[src/rtl/tx_pkt_arb_2.sv]
// Packet-granular 2-source TX arbiter: asks an external RR arbiter for a decision, locks onto the grant until last beat.
// Optional per-source packet counters: define TX_PKT_ARB_STATS_EN.
module tx_pkt_arb_2 #(
  parameter int DATA_W = 64,
  parameter int CNT_W  = 16
) (
  input  logic              sys_clk,
  input  logic              sys_rst,
  input  logic              s0_valid,
  input  logic [DATA_W-1:0] s0_data,
  input  logic              s0_last,
  output logic              s0_ready,
  input  logic              s1_valid,
  input  logic [DATA_W-1:0] s1_data,
  input  logic              s1_last,
  output logic              s1_ready,
  output logic [1:0]        arb_req,
  output logic              arb_ena,
  input  logic [1:0]        arb_grant,
  output logic              m_valid,
  output logic [DATA_W-1:0] m_data,
  output logic              m_last,
  input  logic              m_ready,
  output logic              busy,
  output logic              sel
`ifdef TX_PKT_ARB_STATS_EN
  ,
  output logic [CNT_W-1:0]  pkt_cnt0,
  output logic [CNT_W-1:0]  pkt_cnt1
`endif
);

  // Handshake: a beat moves on any edge where valid && ready; valid never waits on ready.
  typedef enum logic {IDLE = 1'b0, BUSY = 1'b1} state_t;

  state_t state, state_nxt;
  logic   sel_q, sel_nxt;
  logic   grant_ok;
  logic   last_xfer;

  assign grant_ok  = (arb_grant == 2'b01) || (arb_grant == 2'b10);
  assign last_xfer = m_valid && m_ready && m_last;

  always_ff @(posedge sys_clk or posedge sys_rst) begin
    if (sys_rst) begin
      state <= IDLE;
      sel_q <= 1'b0;
    end else begin
      state <= state_nxt;
      sel_q <= sel_nxt;
    end
  end

  always_comb begin
    state_nxt = state;
    sel_nxt   = sel_q;
    arb_req   = 2'b00;
    arb_ena   = 1'b0;
    m_valid   = 1'b0;
    m_data    = sel_q ? s1_data : s0_data;
    m_last    = 1'b0;
    s0_ready  = 1'b0;
    s1_ready  = 1'b0;
    case (state)
      IDLE: begin
        arb_req = {s1_valid, s0_valid};
        arb_ena = s0_valid | s1_valid;
        // A malformed grant leaves us IDLE; the request simply repeats next cycle.
        if (arb_ena && grant_ok) begin
          state_nxt = BUSY;
          sel_nxt   = arb_grant[1];
        end
      end
      BUSY: begin
        if (sel_q) begin
          m_valid  = s1_valid;
          m_last   = s1_last;
          s1_ready = m_ready;
        end else begin
          m_valid  = s0_valid;
          m_last   = s0_last;
          s0_ready = m_ready;
        end
        if (m_valid && m_ready && m_last) state_nxt = IDLE;
      end
      default: state_nxt = IDLE;
    endcase
  end

  assign busy = (state == BUSY);
  assign sel  = sel_q;

  // The RR arbiter must hand back exactly one grant bit whenever it is strobed.
  grant_onehot_a: assert property (@(posedge sys_clk) disable iff (sys_rst)
    arb_ena |-> grant_ok);

`ifdef TX_PKT_ARB_STATS_EN
  always_ff @(posedge sys_clk or posedge sys_rst) begin
    if (sys_rst) begin
      pkt_cnt0 <= '0;
      pkt_cnt1 <= '0;
    end else if (last_xfer) begin
      if (sel_q) pkt_cnt1 <= pkt_cnt1 + 1'b1;
      else       pkt_cnt0 <= pkt_cnt0 + 1'b1;
    end
  end
`endif

endmodule

[config.mk]
export PLATFORM = sky130hd
export DESIGN_NAME = tx_pkt_arb_2
export DESIGN_NICKNAME = d
export VERILOG_FILES = /design/src/rtl/tx_pkt_arb_2.sv
export SDC_FILE = /design/constraint.sdc
export NUM_CORES = 1
export LEC_CHECK = 0
export ABC_AREA = 1
export CAP_MARGIN = 10
export CORE_MARGIN = 5
export CORE_UTILIZATION = 19
export CTS_CLUSTER_DIAMETER = 30
export DETAILED_ROUTE_END_ITERATION = 10
export PLACE_DENSITY = 0.81
export SYNTH_ARGS = -nofsm -noshare
export SYNTH_HDL_FRONTEND = slang
export SYNTH_SLANG_ARGS = --single-unit
[constraint.sdc]
create_clock -name sys_clk -period 1.3 [get_ports sys_clk]
set_clock_uncertainty 0.15 [all_clocks]
set_input_delay 0.195 -clock sys_clk [delete_from_list [all_inputs] [get_ports sys_clk]]
set_output_delay 0.195 -clock sys_clk [all_outputs]
set_load 0.01 [all_outputs]
Word level (Yosys, flattened, before mapping)
Index checks and enable logic that the tools add are counted.
{"block": "totals", "output_inout_bits": 73, "word_cells": 27, "register_bits": 2, "input_bits": 137}
{"block": "classes", "eq_ne": 2, "n_reduce_logical": 5, "muxes": 16, "bitwise_logic": 2}
{"operator": "2-to-1 mux 64 bit", "count": 1}
{"operator": "2-to-1 mux 1 bit", "count": 13}
{"operator": "logical AND 1 bit", "count": 3}
{"operator": "== test 2 x 1 -> 1 bit (second input constant)", "count": 1}
{"operator": "== test 2 bit (second input constant)", "count": 1}
{"operator": "2-to-1 mux 2 bit", "count": 1}
{"operator": "one-hot mux 1 bit (2 select lines)", "count": 1}
{"operator": "AND reduction 2 bit", "count": 1}
{"operator": "logical OR 1 bit", "count": 1}
{"operator": "inverter 1 bit", "count": 1}
{"operator": "bitwise OR 1 bit", "count": 1}

Depth between registers and ports, before layout
{"block": "depth", "ltp_word": 6, "ltp_mapped": 7, "ltp_nobuf": 6}

Worst setup path after synthesis
Ideal clock, no wire load.
{"block": "synth_timing", "path_kind": "flip-flop to output port", "start": "register sel_q, in the netlist sel", "end": "output s0_ready", "slack_ns": -0.048, "path_stages_with_launch": 4, "arrival_time_ns": 1.003, "required_time_ns": 0.955, "n_path_buf": 2, "cell_sequence": "dfrtp_1 -> buf_6 -> buf_4 -> nor3_1"}
{"block": "synth_via", "elab_chain_len": 2}
{"item": "from (decl)", "line_no": "37", "source": "logic sel_q, sel_nxt;"}
{"item": "from (signal assigned)", "line_no": "50", "source": "sel_q <= sel_nxt;"}
{"item": "2-to-1 mux 1 bit", "line_no": "75", "source": "if (sel_q) begin"}
{"item": "2-to-1 mux 1 bit", "line_no": "64", "source": "case (state)"}
{"item": "to (decl)", "line_no": "12", "source": "output logic s0_ready,"}
No other way between the ends.

Worst setup path in the final report
{"block": "layout_timing", "start": "register sel_q, in the netlist sel", "end": "output m_data[43]"}
{"block": "layout_via", "elab_chain_len": 1}
{"item": "2-to-1 mux 64 bit", "line_no": "60", "source": "m_data = sel_q ? s1_data : s0_data;"}
{"item": "to (decl)", "line_no": "21", "source": "output logic [DATA_W-1:0] m_data,"}
No other way between the ends.

==> impl_results.md <==
- Share of cells above drive strength 1: 0.522
- Synth cell types: 14
- CP Launch Type: flip-flop
- Initial Utilization: 0.199
- Total GRT Usage: 0.215
- Worst Tran Pin Value: 167 ps
- Later-pin clock latency in the skew report: 210 ps
- Area added between synthesis and finish: 306%
- Gr ovfl total: 0
- Failing checks: negative setup slack
- Share of the synthesized area in the top cell type: 0.744
- Initial antenna violation count: 0
- Critical Path Fanout Max: 7
- CTS tree: built
- Setup ws final: -372 ps
- R2r setup slk: -150 ps
- WS Path Type: flip-flop to output port
- Hold Path Stages: 5
- Max Slew Vio Count: 0
- Num CTS Buffers: 3
- Drt total wl: 9.04 mm
- Leading area contributor after synthesis: nand2_1
- ANT cells: 0
- Synth Net Count: 377
- Yosys warns: 0
- Port bufs: 209
- Crit path buffers/inverters: 4
- CP Capture Type: output port
- Fillers: 336
- Hold Crit Endpoint: busy$_DFF_PP0_
- Crit path max-delay cell type: dfrtp_2
- Hold Path Class: primary input to flip-flop
- P_leak: 2.11 nW
- Drt pass-1 iters: 4
- Die Y: 83.6 um
- Wire per inst: between 15 and 20 um
- Total clock sinks: 2
- RSZ-0062 raised after global routing: yes
- Die Wd: 83.6 um
- DRT iter0 DRCs: 61
- Post-route ant nets: 0
- Part of the Yosys area used for sequential elements: 0.0486
- Crit path max-delay family: buffers and inverters
- Routability cong.: 0.866
- Final instance area: 0.00418 mm^2
- Row count: 26
- Critical Path AT: 1330 ps
- Part of the cycle the worst path needs: 1.29
- Max-Cap Viols: 0
- H-tree levels: 1
- Vias in the first global route: 2,390
- Seq cells post-synth: 2
- Post-layout util: 0.808
- Number of vias per cell: between 4 and 5
- Worst reg2reg endpoint: busy$_DFF_PP0_
- Die area: 0.00699 mm^2
- Setup TNS: -21,250 ps
- Relative slew margins: 0.889
- Max clock buf depth: 2
- Setup violators final: 71
- PD cells: ~1900 mW/mm^2
- DRC viols: 0
- First-pass GRT wire length: around 12 mm
- Outcome: finished with violations
- Routed via count: 2,441
- Cells after synthesis: 240
- Top cells by area, synth: nand2_1 (74%), buf_6 (7.7%), dfrtp_1 (4.9%), buf_4 (3.6%), inv_1 (2.6%)
- Fmax: 0.598 GHz
- Worst reg2reg path depth: 8
- Clock slew at reported path FFs: 30 ps
- Final Hold Fails: 0
- Worst VDD drop: between 1 and 1.5 mV
- Final net count: 611
- Worst endpoint required time: between 900 and 1000 ps
- Placed inst area: 0.00338 mm^2
- Hold path start: s1_valid
- Post-layout min period: 1670 ps
- # IOs: 210
- Reg-to-Reg Start: sel$_DFFE_PP0P_
- HPWL Detailed: roughly 6.2 mm
- Max incr delay on CP: 440 ps
- Largest net degree at the start of global routing: 24
- Syn avg cell area: 4.29 um^2
- Core area: 0.00517 mm^2
- Pwr Total: 7.87 mW
- Clk root buf: clkbuf_8
- Synthesized area: 0.00103 mm^2
- Critical-path cell list: clkinv_4, buf_4, clkbuf_16, nand2_1, nand2_2, buf_6
-- placed cells by master, fill, tap and decap left out, types with 3 or more instances in the layout --
master           Yosys  routed
buf_2                2      11
inv_1                7       5
nand2_2              0      88
buf_12               0       6
nand2_1            204      78
clkbuf_8             0       3
buf_16               0       3
nand2_4              0      38
clkdlybuf4s50_1      0     134
buf_6                7      73
buf_4                5      10
-- flip-flops by register name, indices dropped and copies added, names as in the netlist --
| register | cells |
|---|---|
| busy | 1 |
| sel | 1 |
-- through the flow --
step	setup WS [ps]	instances	hold slack [ps]
floorplan	-28.2	240	-214
global placement	-562	521	212
detailed placement	-551	521	206
CTS	-315	539	423
global route	-421	543	436
finish	-372	543	408
-- layer usage --
layer | vias to the layer above | GRT usage | share of wire
met4 | 0 | 0.0716 | 0.036
met1 | 1100 | 0.218 | 0.33
li1 | 1176 | - | -
met2 | 141 | 0.427 | 0.55
met5 | - | 0 | 0
met3 | 24 | 0.0444 | 0.084
-- worst max path at each step --
stage	depth (start not counted)	start	to	slack (ps)
2_1_floorplan	5	sel$_DFFE_PP0P_	m_data[20]	-30
3_3_place_gp	4	s0_valid	arb_ena	-560
3_5_place_dp	4	s0_valid	arb_ena	-550
4_1_cts	6	sel$_DFFE_PP0P_	m_data[63]	-320
5_1_grt	6	sel$_DFFE_PP0P_	m_data[31]	-420
6_report	6	sel$_DFFE_PP0P_	m_data[43]	-370
-- Yosys cell counts --
master    instances
nand2_1         204
inv_1             7
buf_2             2
dfrtp_1           2
nand3_1           2
clkbuf_1          1
buf_6             7
buf_4             5
o21ai_0           2
or2_2             1
inv_2             1
nor3_1            2
nor2_1            2
a21oi_1           2
-- area by class of cell --
| class | count | area [um^2] | share of cell area |
|---|---|---|---|
| clock buffer | 4 | 45.0 | 0.0108 |
| tap | 70 | 87.6 | 0.0210 |
| timing repair buffer | 244 | 2600 | 0.623 |
| multi-input combinational | 215 | 1360 | 0.325 |
| inverter | 8 | 35.0 | 0.00838 |
| sequential | 2 | 51.3 | 0.0123 |
-- where the power goes --
group,total [mW],switching (mW),internal [mW],leakage [nW]
clock,0.261,0.0530,0.208,0.0228
combinational,7.45,3.46,3.99,2.06
sequential,0.153,0.0557,0.0978,0.0218
total,7.87,3.57,4.30,2.11
-- repair_timing --
action,in CTS,in global routing
hold buffers,1,0
endpoints found under the setup margin,74,74
gates resized for setup,410,107
pin swaps,6,6
endpoints found under the hold margin,2,0
setup buffers,9,4
gates cloned,5,2
-- cell families after synthesis --
family                 synth area share
AND/OR/NAND/NOR                   0.776
buffers and inverters             0.156
AO/OA/AOI/OAI                    0.0194
flip-flops                       0.0486
-- worst reg2reg max path: cells and delay by family, from the launching register on --
kind | cells | cell delay [ps]
simple gates | 5 | 340
flops | 1 | 450
buf+inv | 3 | 390
Power figures use the tool's default switching activity.
==> patch 1 (same flow settings) <==
Set the parameter `DATA_W` to 32 (it was 64).
--- a/src/rtl/tx_pkt_arb_2.sv
+++ b/src/rtl/tx_pkt_arb_2.sv
@@ -3,3 +3,3 @@
 module tx_pkt_arb_2 #(
-  parameter int DATA_W = 64,
+  parameter int DATA_W = 32,
   parameter int CNT_W  = 16
Ports: changed (resized m_data, s0_data and s1_data); port bits go from 210 to 114. The function was not compared with the original's and may differ.
==> patch 1 against the original RTL <==
- the run still ends with negative setup slack left
- synthesized cell count down 43%
- final cell count down 40%
- sequential power up 20%
- global-route usage down 4.2 points
- fmax up 0.73%
- via count down 44%
- critical endpoint is now m_valid
- synthesized area down 39%
- combinational power down 43%
- worst setup slack better by 12 ps
- routed wire length down 50%
- sequential cell count unchanged
- critical path type unchanged
- first-iteration DRC count down 28%
- total power down 42%
- cell area down 43%
==> patch 1: results (changes against the original RTL) <==
Worst Slack Setup Final: -360 ps (+12.0 ps)
status: finished with violations
area of the multi-input gates: 719 um^2 (-47%)
Via Count: 1,370 (-44%)
relative slew slack: 81.8% (-7.1 points)
met3 usage in global routing: 5.66% (+1.2 points)
Layout Cells excl Fill: 325 (-40%)
Yosys cell types: 15 (+1)
CP delay by family, top: flip-flops
Sum Neg Setup Slack: -11,380 ps (+9870 ps)
DR iter-0 viols: 44 (-28%)
routability cong.: 0.827 (-4.6%)
clk tree area frac: 0.945% (-0.13 points)
Post-Place Setup Slack: -516 ps (+35.7 ps)
Net Count, Synth: 209 (-45%)
share of cells above drive strength 1: 50.2% (-2.0 points)
final setup fails: 42 (-41%)
Synth area leaders: nand2_1 63%, dfrtp_1 8.0%, buf_6 7.2%, inv_1 4.2%, buf_4 3.6%
non-clk buf share: 61.8% (-0.45 points)
DP HPWL: 2.78 mm (-55%)
# resized after CTS: 231 (-44%)
Mapped Cells: 136 (-43%)
grt met1 use: 17.4% (-4.4 points)
CLK BUF: 3 (-1)
Multi-In Gates: 119 (-45%)
root buffer selected by CTS: clkbuf_4
CP Max Fanout: 6 (-1)
port bufs: 113 (-46%)
Seq area share: 2.15% (+0.93 points)
maximum vdd drop: 0.00109 V (-15%)
crit-path max cell delay: 500 ps (+60 ps)
met2 usage: 33.4% (-9.2 points)
vias in the first global route: 1,317 (-45%)
complex-gate fraction of the synthesized area: 3.78% (+1.8 points)
worst skew pair latency: 230 ps (+20 ps)
inverters: 9 (+1)
Layout Utilization: 76.8% (-4.0 points)
nets: 356 (-42%)
violated checks: negative setup slack
met2 wire length: 2.42 mm (-52%)
[patch 1: cell count changes in the layout (fill, tap and decap cells not counted), sizes merged]
cell           change
buf               -31
clkbuf             -2
clkdlybuf4s50     -64
inv                +1
nand2             -96
[patch 1: power by group through the flow]
stage / Sequential (mW) / Combinational (mW) / Clock, mW
final: 0.183 / 4.23 / 0.143
after global routing: 0.192 / 4.51 / 0.152
after CTS: 0.180 / 3.50 / 0.146
after detailed placement: 0.145 / 2.83 / 0
after global placement: 0.139 / 2.83 / 0
after floorplan: 0.137 / 1.27 / 0
[patch 1: path summary, 6_finish.rpt]
kind / start / end / slack [ps] / cells past startpoint
max in group asynchronous: sys_rst / sel / 350 / 3
min reg2reg: busy / busy / 590 / 4
min in group asynchronous: sys_rst / busy / 530 / 3
min: s1_valid / sel / 440 / 4
max: sel / m_valid / -360 / 6
max reg2reg: sel / busy / -270 / 10
==> patch 2 (same settings) <==
Made on the original files. The option `TX_PKT_ARB_STATS_EN` is turned on by a define.
--- a/src/rtl/tx_pkt_arb_2.sv
+++ b/src/rtl/tx_pkt_arb_2.sv
@@ -2,2 +2,4 @@
 // Optional per-source packet counters: define TX_PKT_ARB_STATS_EN.
+`define TX_PKT_ARB_STATS_EN
+
 module tx_pkt_arb_2 #(
Check against the original RTL (old outputs only; new: pkt_cnt0 and pkt_cnt1): equivalent (equiv_simple and equiv_induct, registers matched by name and starting in step).
==> patch 2 against the original RTL <==
- the flow still finishes with violations (negative setup slack)
- register-to-register slack worse by 370 ps
- sequential cell count grew 32
- routed wire length increased by 75%
- final cell count up 87%
- synthesized area rose to 2.8 times the old value
- cell area up 68%
- die area increased by 150%
- total power rose by 39%
- worst setup slack lost 150 ps
- critical path type unchanged
==> patch 2: results (changes against the original RTL) <==
Detailed Route WL: 15.8 mm (+75%)
relative slew slack: 71.5% (-17 points)
maximum vdd drop: 0.000793 V (-38%)
hold_ws: 110 ps (-299 ps)
root buffer selected by CTS: clkbuf_16
clock-net power: 1.22 mW (+370%)
CP Max Fanout: 6 (-1)
Pre-antenna DRT Iters: 5 (+1)
Antenna diodes: 2 (+2)
CP endpoint: m_data[19]
final setup fails: 106 (+49%)
status: finished with violations
# H-tree levels: 2 (+1)
share of cells above drive strength 1: 41.1% (-11 points)
multi-input combinational area share: 32.1% (-0.33 points)
Post-Place Setup Slack: -684 ps (-132 ps)
area of the multi-input gates: 0.00225 mm^2 (+66%)
Net Count, Synth: 627 (+66%)
violated checks: negative setup slack
Worst Slack Setup Final: -518 ps (-146 ps)
clk slew on worst S/H paths: 60 ps (+30 ps)
synthesized area: 0.00284 mm^2 (+180%)
Lkg Pwr: 3.61 nW (+71%)
CTS Buf Count: 5 (+2)
proportion of synthesized chip area in sequential cells: 30.0% (+25 points)
Mapped Cells: 488 (+100%)
Buffers, non-clock: 349 (+43%)
DP HPWL: 11.2 mm (+80%)
Seq area share: 12.2% (+11 points)
Via Count: 4,362 (+79%)
DR iter-0 viols: 253 (+310%)
Yosys cell types: 25 (+11)
most frequent cells after synthesis: 316 x nand2_1, 34 x dfrtp_1, 28 x nor2_1
DR WL/cell: 15.6 um (-6.2%)
met3 routed WL: 1.10 mm (+45%)
met2 wire length: 8.56 mm (+71%)
internal power: 6.30 mW (+47%)
Synth area leaders: nand2_1 42%, dfrtp_1 30%, nor2_1 3.7%, nand3b_1 3.4%, inv_1 3.2%
[patch 2: changes by cell type in the layout (fill, tap and decap cells not counted), moves of 7 or more]
cell / change
buf_2: +45
buf_4: +54
buf_6: -18
clkbuf_16: +9
clkdlybuf4s15_1: +10
dfrtp_1: +29
inv_1: +17
nand2_1: +143
nand2_2: -21
nand3_1: +11
nand3b_1: +13
nand4_1: +7
nor2_1: +21
[patch 2: kinds of logic (layout without fill, tap and decap cells)]
| group | count (synthesis) | count (layout) | synth area share [%] |
|---|---|---|---|
| and+or+nand+nor | 386 | 386 | 56.1 |
| buffers and inverters | 45 | 384 | 7.59 |
| DFF | 34 | 34 | 30.0 |
| AOI/OAI and AO/OA | 12 | 12 | 2.12 |
| xor gates and xnor gates | 9 | 9 | 3.31 |
| adders and majority gates | 2 | 2 | 0.882 |
| other | 0 | 2 | 0 |
[patch 2: routing by layer]
layer  vias up  global-route usage [%]
li1       2171                       -
met1      2002                    18.4
met2       168                    30.0
met3        21                    3.47
met4         0                    4.40
met5         -                       0
